$ cat src/rtl/bmp_fb_loader.sv
// bmp_fb_loader: parses a 24bpp BMP byte stream from the SD file reader and
// writes its pixels into the framebuffer in top-down raster order.
module bmp_fb_loader #(
  parameter int H_ACTIVE   = 640,
  parameter int V_ACTIVE   = 480,
  parameter int ADDR_WIDTH = 19
) (
  input  logic                  clk,
  input  logic                  rst,
  input  logic                  sd_ready,
  input  logic                  file_found,
  input  logic                  outen,
  input  logic [7:0]            outbyte,
  output logic                  fb_we,
  output logic [ADDR_WIDTH-1:0] fb_waddr,
  output logic [23:0]           fb_wdata,
  output logic [3:0]            status,
  output logic                  done,
  output logic                  error
);

  // state   | meaning
  // IDLE    | waiting for the first byte of the file
  // HEADER  | capturing header bytes 0..53
  // SKIP    | discarding bytes up to the pixel-data offset
  // PIXEL   | assembling B,G,R bytes into pixels
  // PAD     | discarding row padding bytes
  // DONE    | every pixel written, terminal
  // ERROR   | header rejected, terminal
  typedef enum logic [2:0] {
    S_IDLE, S_HEADER, S_SKIP, S_PIXEL, S_PAD, S_DONE, S_ERROR
  } state_t;

  localparam int CW  = (H_ACTIVE > 1) ? $clog2(H_ACTIVE) : 1;
  localparam int RW  = (V_ACTIVE > 1) ? $clog2(V_ACTIVE) : 1;
  localparam int PAD = (4 - ((3 * H_ACTIVE) % 4)) % 4;

  localparam logic [CW-1:0]         COL_LAST = CW'(H_ACTIVE - 1);
  localparam logic [RW-1:0]         ROW_LAST = RW'(V_ACTIVE - 1);
  localparam logic [1:0]            PAD_LAST = 2'(PAD - 1);
  localparam logic [ADDR_WIDTH-1:0] BOT_ROW  = ADDR_WIDTH'((V_ACTIVE - 1) * H_ACTIVE);
  // Stepping from the end of one fb row to the start of the row above it.
  localparam logic [ADDR_WIDTH-1:0] ROW_BACK = ADDR_WIDTH'(2 * H_ACTIVE - 1);
  localparam logic [31:0]           H_W      = 32'(H_ACTIVE);
  localparam logic [31:0]           V_POS    = 32'(V_ACTIVE);
  localparam logic [31:0]           V_NEG    = 32'(-V_ACTIVE);

  state_t                state, state_nxt;
  logic   [3:0]          status_nxt;
  logic                  acc;
  logic                  hdr_ok;
  logic   [31:0]         bidx;
  logic   [15:0]         sig;
  logic   [31:0]         off;
  logic   [31:0]         width;
  logic   [31:0]         height;
  logic   [15:0]         bpp;
  logic   [31:0]         comp;
  logic   [1:0]          phase;
  logic   [7:0]          b_byte, g_byte;
  logic   [CW-1:0]       col;
  logic   [RW-1:0]       row;
  logic   [1:0]          pad_cnt;
  logic                  topdown;
  logic   [ADDR_WIDTH-1:0] pix_addr;

  assign acc = outen & file_found;

  // Signature is "BM" with 'B' as byte 0, so it reads 0x4D42 little-endian.
  assign hdr_ok = (sig == 16'h4D42) && (bpp == 16'd24) && (comp == 32'd0) &&
                  (width == H_W) && ((height == V_POS) || (height == V_NEG)) &&
                  (off >= 32'd54);

  // State register.
  always_ff @(posedge clk or posedge rst) begin
    if (rst) state <= S_IDLE;
    else     state <= state_nxt;
  end

  // Next-state decode and the status code that goes with the next state.
  always_comb begin
    state_nxt = state;
    case (state)
      S_IDLE:   if (acc) state_nxt = S_HEADER;
      S_HEADER: if (acc && bidx == 32'd53) begin
                  if (!hdr_ok)           state_nxt = S_ERROR;
                  else if (off > 32'd54) state_nxt = S_SKIP;
                  else                   state_nxt = S_PIXEL;
                end
      S_SKIP:   if (acc && bidx == off - 32'd1) state_nxt = S_PIXEL;
      S_PIXEL:  if (acc && phase == 2'd2 && col == COL_LAST) begin
                  if (row == ROW_LAST) state_nxt = S_DONE;
                  else if (PAD != 0)   state_nxt = S_PAD;
                end
      S_PAD:    if (acc && pad_cnt == PAD_LAST) state_nxt = S_PIXEL;
      default:  state_nxt = state;
    endcase

    status_nxt = 4'h0;
    case (state_nxt)
      S_ERROR:                 status_nxt = 4'hE;
      S_DONE:                  status_nxt = 4'h4;
      S_PIXEL, S_SKIP, S_PAD:  status_nxt = 4'h3;
      S_HEADER:                status_nxt = 4'h2;
      default: begin
        if (file_found)    status_nxt = 4'h2;
        else if (sd_ready) status_nxt = 4'h1;
      end
    endcase
  end

  // Byte counter and little-endian header field capture.
  always_ff @(posedge clk or posedge rst) begin
    if (rst) begin
      bidx   <= '0;
      sig    <= '0;
      off    <= '0;
      width  <= '0;
      height <= '0;
      bpp    <= '0;
      comp   <= '0;
    end else if (acc && state != S_DONE && state != S_ERROR) begin
      bidx <= bidx + 32'd1;
      if (state == S_IDLE || state == S_HEADER) begin
        if (bidx <= 32'd1)                      sig    <= {outbyte, sig[15:8]};
        if (bidx >= 32'd10 && bidx <= 32'd13)   off    <= {outbyte, off[31:8]};
        if (bidx >= 32'd18 && bidx <= 32'd21)   width  <= {outbyte, width[31:8]};
        if (bidx >= 32'd22 && bidx <= 32'd25)   height <= {outbyte, height[31:8]};
        if (bidx >= 32'd28 && bidx <= 32'd29)   bpp    <= {outbyte, bpp[15:8]};
        if (bidx >= 32'd30 && bidx <= 32'd33)   comp   <= {outbyte, comp[31:8]};
      end
    end
  end

  // Pixel assembly, incremental address walk and the framebuffer write port.
  always_ff @(posedge clk or posedge rst) begin
    if (rst) begin
      fb_we    <= 1'b0;
      fb_waddr <= '0;
      fb_wdata <= '0;
      phase    <= '0;
      b_byte   <= '0;
      g_byte   <= '0;
      col      <= '0;
      row      <= '0;
      pad_cnt  <= '0;
      topdown  <= 1'b0;
      pix_addr <= '0;
    end else begin
      fb_we <= 1'b0;
      if (acc && state == S_HEADER && bidx == 32'd53) begin
        topdown  <= height[31];
        pix_addr <= height[31] ? '0 : BOT_ROW;
        col      <= '0;
        row      <= '0;
        phase    <= '0;
        pad_cnt  <= '0;
      end
      if (acc && state == S_PIXEL) begin
        case (phase)
          2'd0: begin b_byte <= outbyte; phase <= 2'd1; end
          2'd1: begin g_byte <= outbyte; phase <= 2'd2; end
          default: begin
            fb_we    <= 1'b1;
            fb_wdata <= {outbyte, g_byte, b_byte};
            fb_waddr <= pix_addr;
            phase    <= 2'd0;
            if (col == COL_LAST) begin
              col      <= '0;
              row      <= row + RW'(1);
              pix_addr <= topdown ? pix_addr + ADDR_WIDTH'(1) : pix_addr - ROW_BACK;
            end else begin
              col      <= col + CW'(1);
              pix_addr <= pix_addr + ADDR_WIDTH'(1);
            end
          end
        endcase
      end
      if (acc && state == S_PAD)
        pad_cnt <= (pad_cnt == PAD_LAST) ? 2'd0 : pad_cnt + 2'd1;
    end
  end

  // Registered status code and sticky completion flags.
  always_ff @(posedge clk or posedge rst) begin
    if (rst) begin
      status <= 4'h0;
      done   <= 1'b0;
      error  <= 1'b0;
    end else begin
      status <= status_nxt;
      done   <= (state_nxt == S_DONE);
      error  <= (state_nxt == S_ERROR);
    end
  end

endmodule

$ cat config.mk
export PLATFORM = sky130hd
export DESIGN_NAME = bmp_fb_loader
export DESIGN_NICKNAME = d
export VERILOG_FILES = /design/src/rtl/bmp_fb_loader.sv
export SDC_FILE = /design/constraint.sdc
export NUM_CORES = 1
export LEC_CHECK = 0
export ABC_AREA = 1
export CAP_MARGIN = 25
export CORE_MARGIN = 2
export CORE_UTILIZATION = 40
export DETAILED_ROUTE_END_ITERATION = 10
export SKIP_CTS_REPAIR_TIMING = 1
export SYNTH_ARGS = -nofsm -noshare
export SYNTH_HDL_FRONTEND = slang
export SYNTH_SLANG_ARGS = --single-unit
$ cat constraint.sdc
create_clock -name clk -period 26.4 [get_ports clk]
set_input_delay 2.64 -clock clk [delete_from_list [all_inputs] [get_ports clk]]
set_output_delay 2.64 -clock clk [all_outputs]
set_load 0.05 [all_outputs]
==> summary.txt <==
Layout
  • Relative area change from synthesis to final layout: 15.0%
  • Diode insertion count for antenna repair: 0
  • Register Area: 0.00761 mm2
  • FILL cells: 3571
  • Fraction of final layout cells sized beyond drive strength 1: 0.0637
  • Final Core Density: 0.469
  • Nets: 1932
  • Area of the multi-input gates: 0.00628 mm2

Synthesis
  • Number of cells produced by synthesis: 1856
  • Dominant cells by area after synthesis: dfrtp_1 (51%), nand2_1 (12%), o21ai_0 (6.1%), inv_1 (5.8%), nor2_1 (4.4%)
  • Post-synthesis sequential element count: 304
  • Top post-synthesis cells by count: nand2_1 (483), dfrtp_1 (304), inv_1 (232), o21ai_0 (183), nor2_1 (177)
  • Largest area contributor in the netlist: dfrtp_1
  • Synth top area share: 0.508
  • Number of flops mapped to enable cells by yosys: 0
  • Fraction of synthesis flops using an asynchronous set or reset pin: 1.00
  • Count leader, synth: nand2_1
  • Synth cell types: 51
  • Most common flop cell mapped by yosys: dfrtp_1
  • Avg Synthesized Cell Area: 8.07 um2
  • Post-synthesis instance area: 0.0150 mm2
  • Post-Syn Nets: 1879
  • Part of the Yosys area used for sequential elements: 0.508
  • Number of warnings issued by yosys: 0

Route
  • Remaining routing DRC violations: 0
  • Number of vias per cell: 5.00
  • Number of optimization iterations in the first detailed-route pass: 5
  • Final wirelength: 34.9 mm
  • Routed length per placed instance: 14.6 um
  • Via count: 12000
  • Number of DRC violations after detailed-routing iteration 0: 776
  • Antenna Violating Nets Remaining: 0

Min path
  • Worst hold path type: flip-flop to flip-flop

Critical path
  • Startpoint class of the critical path: primary input
  • Worst setup path category: primary input to flip-flop
  • Worst Path Required: 26.83 ns
  • Worst-path fanout max: 84
  • Arrival time of data at the critical path endpoint: 5.62 ns
  • Crit. End Element: flip-flop

Die
  • Top-level I/O count: 63
  • Horizontal die dimension: 197 um
  • Effective utilization at floorplan: 0.408
  • Floorplan core area: 0.0367 mm2
  • Number of placement rows: 70
  • Die Area: 0.0390 mm2
  • Die Y-Extent: 197 um

Global routing
  • Global-route wire length before repair: 58.3 mm
  • Antenna violations before repair: 0
  • GR Util All Layers: 0.185
  • Number of global-route vias before repair: 11331
  • Maximum number of pins on one net before global-route repair: 112
  • Grt total ovfl: 0

Timing
  • Relative max-transition margin: 0.389
  • Transition at the pin with the smallest max-transition slack: 0.916 ns
  • Post-route fraction of the period consumed by the critical path: 0.197
  • Post-route clock skew: 0.0197 ns
  • Setup_tns: 0 ns
  • Maximum clock rate: 192 MHz
  • Number of pins exceeding their max-slew limit in the final report: 0
  • RSZ-0062 raised after global routing: false
  • Final worst path period need: 5.20 ns
  • Final number of hold-violating endpoints: 0
  • Final setup violation count: 0

CTS
  • Root cell of the clock tree: clkbuf_16
  • Worst-Skew Late Latency: 0.55 ns
  • Number of CTS-inserted buffers: 35
  • Clock transition at the register clock pins on the worst setup and hold paths after CTS: 0.06 ns
  • H-tree depth reported by CTS: 2
  • Number of sinks on the clock net: 304
  • Maximum count of clock buffers along a single path: 3
  • CTS tree: done

Placed design
  • Final HPWL DP: 24.4 mm
  • Number of buffers added on ports: 62
  • Gp weighted congestion: 0.856

Power and ir drop
  • Max VDD drop: 0.0425 mV
  • Leakage power total: 0.00835 uW
  • Pwr/cell area: 59.3 mW/mm2

Outcome
  • Run status: finished clean

Job
  • Max cap viols: 0
## cell usage in the layout (no fill, tap or decap), types with 35 or more instances in the layout
| cell | instances |
|---|---|
| clkbuf_16 | 35 |
| clkdlybuf4s50_1 | 62 |
| dfrtp_1 | 304 |
| inv_1 | 231 |
| nand2_1 | 483 |
| nand3_1 | 91 |
| nand4_1 | 44 |
| nor2_1 | 176 |
| nor3_1 | 35 |
| o21ai_0 | 183 |
| o21ai_1 | 42 |
| xor2_1 | 49 |
## per-layer routing
metal | global-route usage | vias up | wire length, um
met4 | 0.0554 | 0 | 743
met2 | 0.296 | 210 | 16100
met3 | 0.0311 | 45 | 1440
li1 | - | 6077 | -
met1 | 0.258 | 5668 | 16600
met5 | 0 | - | 0
## critical path: stages
cell and delay (ns):
clkdlybuf4s50_1 0.53, nand2_1 0.18, inv_1 0.24, nand2_1 0.15, nor2_2 0.10, buf_4 0.32, inv_2 0.04, buf_4 0.33
nor2_2 0.26, inv_2 0.09, nor4_2 0.18, nand2_1 0.10, nor2_1 0.13, nand2_1 0.09, o21ai_1 0.12, a21oi_1 0.05
## sequential cells by signal (all words and copies together), names as in the netlist, 3 cells and up
name	cells
pix_addr	19
sig	16
status	4
bidx	32
height	32
g_byte	8
b_byte	8
fb_waddr	19
fb_wdata	24
bpp	16
comp	32
off	32
state	3
col	10
width	32
row	9
## area by class of cell
class,instances,area share
inverter,235,0.0516
timing repair buffer,73,0.0413
clock inverter,11,0.00988
sequential,304,0.442
tap,468,0.0340
clock buffer,48,0.0572
multi-input combinational,1260,0.364
## kinds of logic (layout without fill, tap and decap cells)
| kind of cell | Yosys count | count (layout) | share of synthesized area |
|---|---|---|---|
| compound gates | 282 | 282 | 0.102 |
| fa+ha+maj | 10 | 10 | 0.00836 |
| simple gates | 880 | 880 | 0.253 |
| buf+inv | 292 | 367 | 0.0748 |
| mux | 18 | 18 | 0.0135 |
| flops | 304 | 304 | 0.508 |
| xor+xnor | 70 | 70 | 0.0409 |
## through the flow
stage / instance area [um2] / hold WS, ns / setup WS, ns / instances / total power, uW
3_5_place_dp: 16100 / 0.462 / 20.65 / 2339 / 542
3_3_place_gp: 16100 / 0.461 / 20.65 / 2339 / 542
6_report: 17200 / 0.466 / 21.20 / 2399 / 1020
5_1_grt: 17200 / 0.488 / 20.86 / 2399 / 1060
2_1_floorplan: 15000 / 0.449 / 15.36 / 1856 / 522
4_1_cts: 17200 / 0.470 / 21.20 / 2398 / 1030
## power breakdown
group,leakage (uW),switching [uW],internal (uW),total (uW)
sequential,0.00404,10.5,470,481
clock,0.000568,195,292,486
combinational,0.00375,40.0,13.6,53.6
total,0.00835,245,776,1020
## worst paths after layout
| kind | startpoint | to | slack, ns | depth (start not counted) |
|---|---|---|---|---|
| hold reg to reg | g_byte[6] | fb_wdata[14] | 0.47 | 2 |
| setup reg to reg | state[0] | row[7] | 23.39 | 15 |
| max in group asynchronous | rst | fb_waddr[3] | 21.57 | 4 |
| hold / removal | g_byte[6] | fb_wdata[14] | 0.47 | 2 |
| setup / recovery | file_found | row[7] | 21.20 | 16 |
| min in group asynchronous | rst | width[13] | 2.63 | 2 |
Note: power is estimated with default switching activity, not from simulation.
